$ cat config.mk
export PLATFORM = sky130hd
export DESIGN_NAME = proc_core
export DESIGN_NICKNAME = d
export VERILOG_FILES = /design/src/rtl/proc_pkg.sv /design/src/rtl/proc_regfile.sv /design/src/rtl/proc_core.sv
export SDC_FILE = /design/constraint.sdc
export NUM_CORES = 1
export LEC_CHECK = 0
export ABC_AREA = 1
export BUFFER_PORTS_ARGS = -buffer_cell sky130_fd_sc_hd__buf_2
export CORE_MARGIN = 4
export CORE_UTILIZATION = 45
export CTS_CLUSTER_DIAMETER = 200
export DETAILED_ROUTE_END_ITERATION = 10
export HOLD_SLACK_MARGIN = 0.08
export PLACE_DENSITY = 0.62
export SLEW_MARGIN = 5
export SYNTH_ARGS = -nofsm -noshare
export SYNTH_HDL_FRONTEND = slang
export SYNTH_SLANG_ARGS = --single-unit
$ cat constraint.sdc
create_clock -name clk -period 4.85 [get_ports clk]
set_input_delay 0.97 -clock clk [delete_from_list [all_inputs] [get_ports clk]]
set_output_delay 0.97 -clock clk [all_outputs]
set_load 0.01 [all_outputs]
$ cat src/rtl/proc_pkg.sv
// rtl/proc_pkg.sv - opcodes, instruction field positions and FSM states for proc_core
package proc_pkg;

  localparam logic [3:0] OP_NOP  = 4'h0;
  localparam logic [3:0] OP_LI   = 4'h1;
  localparam logic [3:0] OP_ADD  = 4'h2;
  localparam logic [3:0] OP_SUB  = 4'h3;
  localparam logic [3:0] OP_AND  = 4'h4;
  localparam logic [3:0] OP_OR   = 4'h5;
  localparam logic [3:0] OP_XOR  = 4'h6;
  localparam logic [3:0] OP_JMP  = 4'h8;
  localparam logic [3:0] OP_BEQZ = 4'h9;
  localparam logic [3:0] OP_HALT = 4'hE;
  localparam logic [3:0] OP_OUT  = 4'hF;

  localparam int OPC_HI = 15;
  localparam int OPC_LO = 12;
  localparam int RA_HI  = 11;
  localparam int RA_LO  = 9;
  localparam int RB_HI  = 8;
  localparam int RB_LO  = 6;
  localparam int IMM_HI = 7;
  localparam int IMM_LO = 0;

  typedef enum logic [2:0] {
    FETCH,
    DECODE,
    EXEC,
    WB,
    HALTED
  } state_t;

endpackage

$ cat src/rtl/proc_regfile.sv
// rtl/proc_regfile.sv - 8-entry register file, two async read ports, one sync write port
module proc_regfile #(
  parameter int DATA_W = 16
) (
  input  logic              clk,
  input  logic              rst_n,
  input  logic [2:0]        raddr_a,
  input  logic [2:0]        raddr_b,
  output logic [DATA_W-1:0] rdata_a,
  output logic [DATA_W-1:0] rdata_b,
  input  logic              we,
  input  logic [2:0]        waddr,
  input  logic [DATA_W-1:0] wdata
);

  logic [DATA_W-1:0] regs [8];

  always_ff @(posedge clk) begin
    if (!rst_n) begin
      for (int i = 0; i < 8; i++) regs[i] <= '0;
    end else if (we) begin
      regs[waddr] <= wdata;
    end
  end

  assign rdata_a = regs[raddr_a];
  assign rdata_b = regs[raddr_b];

endmodule

$ cat src/rtl/proc_core.sv
// rtl/proc_core.sv - multicycle 16-bit-instruction processor, FETCH/DECODE/EXEC/WB
// JMP/BEQZ are built only when PROC_BRANCH_EN is defined.
module proc_core
  import proc_pkg::*;
#(
  parameter int DATA_W = 16,
  parameter int PC_W   = 3
) (
  input  logic              clk,
  input  logic              rst_n,
  input  logic              step,
  input  logic [15:0]       instruction,
  output logic [PC_W-1:0]   imem_addr,
  output logic [DATA_W-1:0] result,
  output logic              result_valid,
  output logic              halted,
  output logic              illegal
);

  state_t            state, state_next;
  logic [PC_W-1:0]   pc, pc_next;
  logic [15:0]       ir;
  logic [DATA_W-1:0] alu_q, alu_d;
  logic [DATA_W-1:0] rdata_a, rdata_b;
  logic              op_legal, op_writes, reg_we;

  logic [3:0] opcode;
  logic [2:0] ra, rb;
  logic [7:0] imm;

  assign opcode = ir[OPC_HI:OPC_LO];
  assign ra     = ir[RA_HI:RA_LO];
  assign rb     = ir[RB_HI:RB_LO];
  assign imm    = ir[IMM_HI:IMM_LO];

  proc_regfile #(.DATA_W(DATA_W)) u_regfile (
    .clk     (clk),
    .rst_n   (rst_n),
    .raddr_a (ra),
    .raddr_b (rb),
    .rdata_a (rdata_a),
    .rdata_b (rdata_b),
    .we      (reg_we),
    .waddr   (ra),
    .wdata   (alu_q)
  );

  always_comb begin
    alu_d = '0;
    case (opcode)
      OP_LI:   alu_d = DATA_W'(imm);
      OP_ADD:  alu_d = rdata_a + rdata_b;
      OP_SUB:  alu_d = rdata_a - rdata_b;
      OP_AND:  alu_d = rdata_a & rdata_b;
      OP_OR:   alu_d = rdata_a | rdata_b;
      OP_XOR:  alu_d = rdata_a ^ rdata_b;
      OP_OUT:  alu_d = rdata_a;
      default: alu_d = '0;
    endcase
  end

  always_comb begin
    op_legal = 1'b0;
    case (opcode)
      OP_NOP, OP_LI, OP_ADD, OP_SUB, OP_AND, OP_OR, OP_XOR,
      OP_HALT, OP_OUT: op_legal = 1'b1;
`ifdef PROC_BRANCH_EN
      OP_JMP, OP_BEQZ: op_legal = 1'b1;
`endif
      default:         op_legal = 1'b0;
    endcase
  end

  assign op_writes = (opcode == OP_LI) || (opcode == OP_ADD) || (opcode == OP_SUB) ||
                     (opcode == OP_AND) || (opcode == OP_OR) || (opcode == OP_XOR);
  assign reg_we    = step && (state == WB) && op_writes;

`ifdef PROC_BRANCH_EN
  // Branch decision is captured in EXEC alongside the ALU result.
  logic taken_q, taken_d;
  assign taken_d = (opcode == OP_JMP) || ((opcode == OP_BEQZ) && (rdata_a == '0));
  assign pc_next = taken_q ? imm[PC_W-1:0] : pc + PC_W'(1);
`else
  assign pc_next = pc + PC_W'(1);
`endif

  always_comb begin
    state_next = state;
    if (step) begin
      case (state)
        FETCH:   state_next = DECODE;
        DECODE:  state_next = EXEC;
        EXEC:    state_next = WB;
        WB:      state_next = (opcode == OP_HALT) ? HALTED : FETCH;
        HALTED:  state_next = HALTED;
        default: state_next = FETCH;
      endcase
    end
  end

  always_ff @(posedge clk) begin
    if (!rst_n) begin
      state        <= FETCH;
      pc           <= '0;
      ir           <= '0;
      alu_q        <= '0;
      result       <= '0;
      result_valid <= 1'b0;
      illegal      <= 1'b0;
`ifdef PROC_BRANCH_EN
      taken_q      <= 1'b0;
`endif
    end else begin
      state        <= state_next;
      result_valid <= 1'b0;
      if (step) begin
        case (state)
          DECODE: ir <= instruction;
          EXEC: begin
            alu_q <= alu_d;
`ifdef PROC_BRANCH_EN
            taken_q <= taken_d;
`endif
          end
          WB: begin
            pc <= pc_next;
            if (opcode == OP_OUT) begin
              result       <= alu_q;
              result_valid <= 1'b1;
            end
            if (!op_legal) illegal <= 1'b1;
          end
          default: ;
        endcase
      end
    end
  end

  assign imem_addr = pc;
  assign halted    = (state == HALTED);

endmodule

# Yosys cells after proc, flatten, opt, wreduce, memory -nomap -nowiden

Memories as Yosys holds them, arrays and structs flattened. A register that Yosys moved wholly into a read port is not among the register bits.
Index checks and enable logic that the tools add are counted.

Flip-flop bits (word level): 56
Bits in writable memories: 128
ROM bits: 16
Output and inout bits: 22
Word-level logic and storage cells: 60
Memories kept: 2
Input port bits: 19

Equal/unequal tests: 12
Reductions and logical operators: 15
Multiplexer cells: 17
Bitwise gates (word level): 4
$add $sub $neg: 3

Memories:

| name             | words | bits a word | read ports | clocked after Yosys merged registers in | wr ports | line               | RTL |
|---|---|---|---|---|---|---|---|
| u_regfile.regs   | 8     | 16          | 2          | 2                                       | 8        | proc_regfile.sv:16 | `logic [DATA_W-1:0] regs [8];` |
| (name not given) | 16    | 1           | 1          | 1                                       | 0        | proc_core.sv:64    | `case (opcode)` |

Operator list:

| kind                | count |
|---|---|
| $pmux 16 s7         | 1 |
| $mux 3              | 6 |
| $add 16x16->16      | 1 |
| $and 16x16->16      | 1 |
| $mux 16             | 1 |
| $or 16x16->16       | 1 |
| $reduce_or 16->1    | 1 |
| $sub 16x16->16      | 1 |
| $xor 16x16->16      | 1 |
| $pmux 3 s5          | 1 |
| $eq 4x3->1 const B  | 3 |
| $reduce_and 3->1    | 3 |
| $eq 4x2->1 const B  | 2 |
| $eq 4x4->1 const B  | 2 |
| $mux 4              | 2 |
| $eq 3x2->1 const B  | 2 |
| $mux 1              | 6 |
| $reduce_and 2->1    | 3 |
| $logic_or 1x1->1    | 5 |
| $eq 4x1->1 const B  | 1 |
| $add 3x1->3 const B | 1 |
| $eq 3x1->1 const B  | 1 |
| $eq 3x3->1 const B  | 1 |
| $logic_not 3->1     | 1 |
| other kinds (2)     | 3 |

# Longest topological paths before layout

Gate-level depths: netlist of the first run.

Depth after elaboration: 12
Depth in mapped cells: 28
Mapped depth without buffers: 26

# Hierarchy

A second synthesis of the first run with hierarchy kept.

Cell total of the unflattened synthesis: 1675
Area total of the unflattened synthesis: 11806.3 µm²

By module, submodules not included:

| module       | area an instance (µm²) | sequential area each (µm²) | cells an instance | times used |
|---|---|---|---|---|
| proc_regfile | 7536.0                 | 3843.7                     | 1032              | 1 |
| proc_core    | 4270.3                 | 1141.1                     | 643               | 1 |

# Worst setup path after synthesis of the first run

Ideal clock, no wire load.

Path kind: register to register
From: reg (tool-made name)
To: reg alu_q[14]
Cell stages (with the launch flop): 26
Setup time: 0.070 ns
Path slack: 1.700 ns
Path buffers: 2
Arrival: 3.079 ns
Required time: 4.780 ns
Clock period less this slack: 3.150 ns
Cells stage by stage: dfxtp_1 > buf_6 > buf_2 > o211ai_1 > nand2_1 > nand2_1 > nand2_1 > inv_1 > ha_1 > nand3_1 > nand2_1 > nand2_1 > nor3_2 > xor2_1 > ha_1 > nand2_1 > inv_1 > a21boi_0 > nand3_1 > nand2_1 > inv_1 > o21ai_0 > a21oi_1 > o21ai_0 > nand2_1 > a21oi_1

RTL lines:

| what                 | line             | RTL |
|---|---|---|
| end signal, assigned | proc_core.sv:120 | `alu_q <= alu_d;` |
| end, declared        | proc_core.sv:23  | `logic [DATA_W-1:0] alu_q, alu_d;` |

==> results.sh, run 1 <==
export IMPL_clock_power_share=0.364
export IMPL_grt_start_max_net_pins=75
export IMPL_clkLatencyLatePin_ns=0.44
export IMPL_drc=0
export IMPL_worstPathCellList="inv_4 -> nand2_1 -> nand3_1 -> nand3_1 -> nand2_1 -> ha_1 -> nand3_1 -> nand2_1 -> nand2_1 -> nor3_2 -> xor2_1 -> ha_1 -> nand2_1 -> nor2_1 -> nand4_1 -> nand3_1 -> nand3_1 -> nand2_1 -> xor2_1 -> nor2_1 -> o21ai_0 -> a21oi_1"
export IMPL_netlist_area_um2=11310
export IMPL_route_detailed_wl_per_inst_um=17.45
export IMPL_worst_ir_drop_vdd_mv=0.2062
export IMPL_gr_total_overflow=0
export IMPL_worst_endpoint_arrival_ns=4.19
export IMPL_core_area_um2=24530
export IMPL_crit_required_ns=5.14
export IMPL_drt_pass1_iterations=6
export IMPL_run_status="complete, no violations"
export IMPL_placedInstanceArea_um2=11660
export IMPL_leakagePower_nw=5.172
export IMPL_p_seq_frac=0.435
export IMPL_synthArstFlopShare=0
export IMPL_postSynth_topFlopCell="edfxtp_1"
export IMPL_clk_pin_slew_worst_paths_ns=0.09
export IMPL_report_final_setup_viol=0
export IMPL_fillCellCount=2413
export IMPL_antenna_cells=0
export IMPL_largest_delay_share_family_worst_path="simple AND/OR/NAND/NOR gates"
export IMPL_max_clk_rate_mhz=256.0
export IMPL_hold_viol=0
export IMPL_switching_share=0.3334
export IMPL_dieHeight_um=166.5
export IMPL_synth_most_common_cell="nand2_1"
export IMPL_postSynthRegisterBits=191
export IMPL_area_growth_syn_to_layout_pct=8.829
export IMPL_cp_slowest_cell="dfxtp_2"
export IMPL_rsz0062_at_grt="no"
export IMPL_die_area_um2=27730
export IMPL_timing_critical_path_to_type="flip-flop"
export IMPL_power_density_nw_per_um2=338.2
export IMPL_io_pins=41
export IMPL_pwr_share_comb=0.201
export IMPL_final_antenna_net_count=0
export IMPL_fin_tns_setup_ns=0
export IMPL_groute_usage_overall=0.2251
export IMPL_cts_repair_timing_setup_buffer_count=0
export IMPL_first_global_vias=9094
export IMPL_worst_path_max_fanout=42
export IMPL_internal_power_contribution_w=0.002775
export IMPL_longest_individual_stage_delay_on_the_worst_path_ns=0.39
export IMPL_post_place_ws_ns=1.046
export IMPL_design_final_nets=1546
export IMPL_longest_clk_path_bufs=2
export IMPL_cts_resized_gates=0
export IMPL_yosysSeqAreaShare=0.4514
export IMPL_worst_clock_skew_ns=0.01640
export IMPL_slew_limit_headroom=0.4046
export IMPL_yosys_warnings=0
export IMPL_total_number_of_vias=9820
export IMPL_count_of_flip_flops_with_a_built_in_enable_after_synthesis=128
export IMPL_cts_root_buf="clkbuf_16"
export IMPL_vias_per_cell=5.413
export IMPL_path_class="flip-flop to flip-flop"
export IMPL_wl_um=31650
export IMPL_min_period_ns=3.907
export IMPL_final_cell_count_no_fill=1814
export IMPL_power_net_switching_w=0.001388
export IMPL_synth_cells_most_frequent="282 x nand2_1, 216 x nor2_1, 170 x inv_1, 128 x edfxtp_1, 126 x o21ai_0"
export IMPL_ys_types=45
export IMPL_dpl_hpwl_um=22120
export IMPL_initial_core_util=0.4610
export IMPL_port_buffers=40
export IMPL_synth_avg_cell_area_um2=7.673
export IMPL_worstMarginPinSlew_ns=0.8910
export IMPL_htree_levels=4
export IMPL_post_place_cells=1782
export IMPL_critical_path_most_common_cell="nand2_1"
export IMPL_std_cell_rows=57
export IMPL_post_route_cells_drive_above_1_share=0.08792
export IMPL_synth_top_area_frac=0.3399
export IMPL_slew_violations=0
export IMPL_drt_first_iter_violations=1261
export IMPL_start_kind="flip-flop"
export IMPL_post_synth_top_area_cell="edfxtp_1"
export IMPL_clock_tree_sinks=191
export IMPL_layout_worst_path_cycle_share=0.8055
export IMPL_syn_num_nets=1543
export IMPL_die_x_um=166.5
export IMPL_postSynthCellCount=1474
export IMPL_postLayoutSetupSlackWorst_ns=0.9431
export IMPL_worstPathBufferInverterCount=1
export IMPL_cts_buffers=17
export IMPL_timing_hold_worst_class="flip-flop to flip-flop"
export IMPL_final_area_um2=12310
export IMPL_routability_cong=0.9047
export IMPL_max_cap_violations=0
export IMPL_tritoncts="built"
export IMPL_yosys_top_cells_area="edfxtp_1 34%, dfxtp_1 11%, nand2_1 9.4%"
export IMPL_grt_antenna_before_repair=0
export IMPL_grt_first_pass_wirelength_um=50000
export IMPL_hold_buffers=0
==> state kept, by name (all words and copies together) (netlist names), named ones only <==
signal / cells
alu_q: 16
illegal: 1
imem_addr: 3
ir: 16
op_legal: 1
result: 16
result_valid: 1
state: 3
u_regfile.regs: 128
==> area by class of cell <==
| class | count | area, um^2 | area share |
|---|---|---|---|
| well taps | 324 | 405.4 | 0.03294 |
| repair buffers | 55 | 312.8 | 0.02541 |
| flip-flops and latches | 191 | 5109 | 0.4151 |
| clock inverters | 15 | 222.7 | 0.01809 |
| inverters | 194 | 730.7 | 0.05937 |
| multi-input cells | 1018 | 5102 | 0.4146 |
| clock buffers | 17 | 425.4 | 0.03456 |
==> power by group through the flow <==
| stage | Combinational, W | Sequential, W | Clock (W) |
|---|---|---|---|
| 3_5_place_dp | 0.000823 | 0.00185 | 0 |
| 4_1_cts | 0.000829 | 0.00181 | 0.00153 |
| 3_3_place_gp | 0.000812 | 0.00185 | 0 |
| 2_1_floorplan | 0.000627 | 0.00184 | 0 |
| 5_1_grt | 0.000950 | 0.00182 | 0.00160 |
| 6_report | 0.000838 | 0.00181 | 0.00151 |
==> through the flow <==
step	power, W	hold WS, ns	utilization
2_1_floorplan	0.002462	0.3966	-
3_3_place_gp	0.002657	0.4268	0.4753
3_5_place_dp	0.002670	0.4163	0.4753
4_1_cts	0.004170	0.4383	0.5017
5_1_grt	0.004366	0.4532	0.5017
6_report	0.004162	0.4410	0.5017
==> routing by layer <==
metal  vias to the layer above  routed length [um]  part of all wire  GRT usage
li1                       4844                   -                 -          -
met1                      4529               14340              0.45     0.3278
met2                       408               14400              0.46     0.3519
met3                        39                2374             0.075    0.03224
met4                         0                 536             0.017    0.06403
met5                         -                   0                 0          0
==> layout by cell type, fill, tap and decap left out, types with 10 or more instances in the layout <==
master     instances
nand2_2           20
a21oi_1          124
buf_4             15
o21ai_0          126
ha_1              49
buf_2             40
dfxtp_1           60
nand2_1          282
clkbuf_16         17
xor2_1            14
nand3_1          113
edfxtp_1         128
o21ai_1           10
nor2_1           216
clkinv_1          17
inv_1            170
==> final timing paths <==
| check | endpoint | depth (start not counted) | slack (ns) | from |
|---|---|---|---|---|
| max | alu_q[13] | 22 | 0.94 | flip-flop |
| min reg2reg | illegal | 1 | 0.44 | op_legal |
| min | illegal | 1 | 0.44 | op_legal |
| max reg2reg | alu_q[13] | 22 | 0.94 | flip-flop |
==> logic make-up after synthesis <==
family,count (synthesis),synth area share
AO/OA/AOI/OAI,301,0.1444
XOR/XNOR,14,0.01084
adder cells (fa/ha/maj),50,0.05598
buffers and inverters,265,0.09802
flip-flops,191,0.4514
AND/OR/NAND/NOR,653,0.2394
(Power assumes the default switching activity.)
==> run 2: changes to the inputs <==
Settings changed: ABC_AREA 1 to 0, PLACE_DENSITY 0.62 to 0.64.
Clock period 4.85 ns to 3.4 ns, I/O delays scaled along.
==> results.sh, run 2 <==
export IMPL_worst_setup_path_endpoint="alu_q[10]"
export IMPL_power_net_switching_w=0.001692
export IMPL_post_synth_top_area_cell="edfxtp_1"
export IMPL_placedInstanceArea_um2=12890
export IMPL_route_detailed_wl_per_inst_um=22.84
export IMPL_longest_individual_stage_delay_on_the_worst_path_ns=0.52
export IMPL_power_density_nw_per_um2=415.9
export IMPL_hold_viol=0
export IMPL_synth_xor_xnor_area_share=0.01787
export IMPL_regArea_um2=5111
export IMPL_dieHeight_um=166.3
export IMPL_wl_um=33440
export IMPL_leakagePower_nw=5.316
export IMPL_setup_reg_to_reg_worst_slack_ns=-0.41
export IMPL_drc=0
export IMPL_depth_of_the_worst_register_to_register_path=16
export IMPL_drt_pass1_iterations=5
export IMPL_failed_checks="negative setup slack"
export IMPL_critical_path_reg2reg_endpoint="alu_q[10]"
export IMPL_routability_cong=0.8819
export IMPL_grt_start_max_net_pins=64
export IMPL_post_route_cells_drive_above_1_share=0.3222
export IMPL_netlist_area_um2=11270
export IMPL_syn_num_nets=1042
export IMPL_clock_tree_sinks=191
export IMPL_pwr_share_comb=0.183
export IMPL_totalPowerFinal_w=0.005788
export IMPL_run_status="complete, but fails checks"
export IMPL_internal_power_contribution_w=0.004096
export IMPL_min_period_ns=3.806
export IMPL_layout_worst_path_cycle_share=1.119
export IMPL_rsz0062_at_grt="yes"
export IMPL_yosysSeqAreaShare=0.4530
export IMPL_design_final_nets=1195
export IMPL_synthMuxAreaShare=0.1729
export IMPL_first_global_vias=8522
export IMPL_total_number_of_vias=8394
export IMPL_gr_total_overflow=0
export IMPL_final_antenna_net_count=0
export IMPL_cts_root_buf="clkbuf_16"
export IMPL_io_pins=41
export IMPL_std_cell_rows=57
export IMPL_synthArstFlopShare=0
export IMPL_report_final_setup_viol=10
export IMPL_ys_types=59
export IMPL_synth_cells_most_frequent="134 x and2_1, 128 x edfxtp_1, 94 x nand2_1, 63 x dfxtp_1, 58 x mux4_2"
export IMPL_grt_first_pass_wirelength_um=50970
export IMPL_initial_core_util=0.4607
export IMPL_vias_per_cell=5.734
export IMPL_slew_violations=0
export IMPL_worst_ir_drop_vdd_mv=0.2674
export IMPL_synth_most_common_cell="and2_1"
export IMPL_area_growth_syn_to_layout_pct=23.47
export IMPL_yosys_warnings=0
export IMPL_longest_clk_path_bufs=2
export IMPL_core_area_um2=24460
export IMPL_clkLatencyLatePin_ns=0.46
export IMPL_switching_share=0.2923
export IMPL_tritoncts="built"
export IMPL_die_x_um=166.3
export IMPL_synth_avg_cell_area_um2=11.58
export IMPL_worst_endpoint_arrival_ns=4.14
export IMPL_synthAdderAreaFrac=0.05618
export IMPL_clk_pin_slew_worst_paths_ns=0.08
export IMPL_timing_hold_worst_class="flip-flop to flip-flop"
export IMPL_timing_critical_path_to_type="flip-flop"
export IMPL_postSynthCellCount=973
export IMPL_postSynth_topFlopCell="edfxtp_1"
export IMPL_postLayoutSetupSlackWorst_ns=-0.4057
export IMPL_synth_compound_area_frac=0.1010
export IMPL_yosys_top_cells_area="edfxtp_1 34%, mux4_2 12%, dfxtp_1 11%"
export IMPL_cp_slowest_cell="mux4_2"
export IMPL_synth_top_area_frac=0.3411
export IMPL_worstMarginPinSlew_ns=0.8158
export IMPL_worst_path_max_fanout=7
export IMPL_start_kind="flip-flop"
export IMPL_worst_clock_skew_ns=0.02127
export IMPL_drt_first_iter_violations=662
export IMPL_largest_register_ff_count=128
export IMPL_postSynthRegisterBits=191
export IMPL_layout_common_cells="134 x and2_1, 134 x buf_4, 128 x edfxtp_1"
export IMPL_worstPathCellList="buf_12 -> mux4_2 -> mux2i_4 -> ha_4 -> nor2_2 -> xnor2_1 -> ha_1 -> nor2b_4 -> o21ai_4 -> a21oi_2 -> o31a_1 -> buf_4 -> o21a_1 -> or3_1 -> a31oi_1 -> nor3b_1"
export IMPL_dpl_hpwl_um=22580
export IMPL_cts_buffers=17
export IMPL_max_cap_violations=0
export IMPL_post_place_ws_ns=-0.3579
export IMPL_slew_limit_headroom=0.4541
export IMPL_final_area_um2=13910
export IMPL_max_clk_rate_mhz=262.8
export IMPL_synth_simple_gate_area_share=0.1581
export IMPL_groute_usage_overall=0.2400
export IMPL_count_of_flip_flops_with_a_built_in_enable_after_synthesis=128
export IMPL_port_buffers=40
export IMPL_crit_required_ns=3.73
export IMPL_fillCellCount=2028
export IMPL_p_seq_frac=0.445
export IMPL_grt_antenna_before_repair=0
export IMPL_clock_power_share=0.372
export IMPL_die_area_um2=27640
export IMPL_path_class="flip-flop to flip-flop"
export IMPL_synth_top_family_by_area="multiplexers"
export IMPL_regMostFlops="u_regfile.regs"
export IMPL_htree_levels=4
export IMPL_multi_input_comb_area_um2=6043
-- run 2: changes by cell type after synthesis, sizes merged, moves of 20 or more --
| cell | previous run | this run |
|---|---|---|
| and2 | 1 | 134 |
| nand3 | 117 | 9 |
| nand2 | 302 | 94 |
| buf | 43 | 18 |
| a21boi | 1 | 33 |
| inv | 177 | 40 |
| a21oi | 125 | 25 |
| nor2 | 217 | 35 |
| o21ai | 136 | 29 |
| mux2i | 0 | 44 |
| xnor2 | 0 | 20 |
| mux4 | 0 | 60 |
| nor2b | 0 | 22 |
-- run 2: worst max-delay path, delay by kind of cell (launching register included) --
family                     cells  cell delay (ns)
AOI/OAI and AO/OA              5             0.97
muxes                          2             0.74
and+or+nand+nor                4             0.58
adders and majority gates      2             0.49
DFF                            1             0.38
buffers and inverters          2             0.29
xor gates and xnor gates       1             0.23
-- run 2: worst min path at each step --
| stage | startpoint | end | slack [ns] | cells after the start |
|---|---|---|---|---|
| after CTS | result[2] | result[2] | 0.47 | 2 |
| after floorplan | ir[3] | ir[3] | 0.44 | 2 |
| after global routing | instruction[2] | ir[2] | 0.48 | 3 |
| final | result[2] | result[2] | 0.46 | 2 |
| after global placement | illegal | illegal | 0.45 | 1 |
| after detailed placement | result[2] | result[2] | 0.45 | 2 |
-- run 2: cells by family after synthesis --
logic type / after synthesis
muxes: 110
xor gates and xnor gates: 23
DFF: 191
buffers and inverters: 101
AOI/OAI and AO/OA: 166
adders and majority gates: 50
and+or+nand+nor: 332
-- run 2: what timing repair did --
action / CTS / global route
resized for setup: 42 / 31
setup endpoints to repair: 12 / 12
pin swaps: 21 / 33
setup buffers: 8 / 5
hold buffers: 0 / 0
-- run 2: power groups by stage --
stage	logic [W]	clock network, W	registers [W]
after floorplan	0.000550	0	0.00261
after global placement	0.000883	0	0.00262
after detailed placement	0.000898	0	0.00263
after CTS	0.000975	0.00217	0.00257
after global routing	0.00114	0.00227	0.00258
final	0.00106	0.00215	0.00258
-- run 2: stage by stage --
step / instances / hold WS (ns) / TNS [ns] / utilization
finish: 1464 / 0.4636 / -2.552 / 0.5688
global route: 1463 / 0.4808 / -4.017 / 0.5687
CTS: 1458 / 0.4665 / -1.355 / 0.5614
detailed placement: 1419 / 0.4542 / -2.518 / 0.5268
global placement: 1419 / 0.4451 / -2.277 / 0.5268
floorplan: 973 / 0.4432 / -0.7195 / -
-- run 2: routing by layer --
layer  up-vias  track usage  share of wire  wire [um]
li1       3858            -              -          -
met1      4186       0.3253           0.42      14090
met2       291       0.3979           0.49      16490
met3        59      0.04737          0.064       2149
met4         0      0.06546          0.021        706
met5         -            0              0          0
-- run 2: cell type report --
cell class | instances | area share
timing repair buffer | 195 | 0.1125
inverter | 40 | 0.01079
multi-input combinational | 681 | 0.4343
clock buffer | 17 | 0.03057
tap | 324 | 0.02913
sequential | 191 | 0.3673
clock inverter | 15 | 0.01520
antenna | 1 | 0.0001798
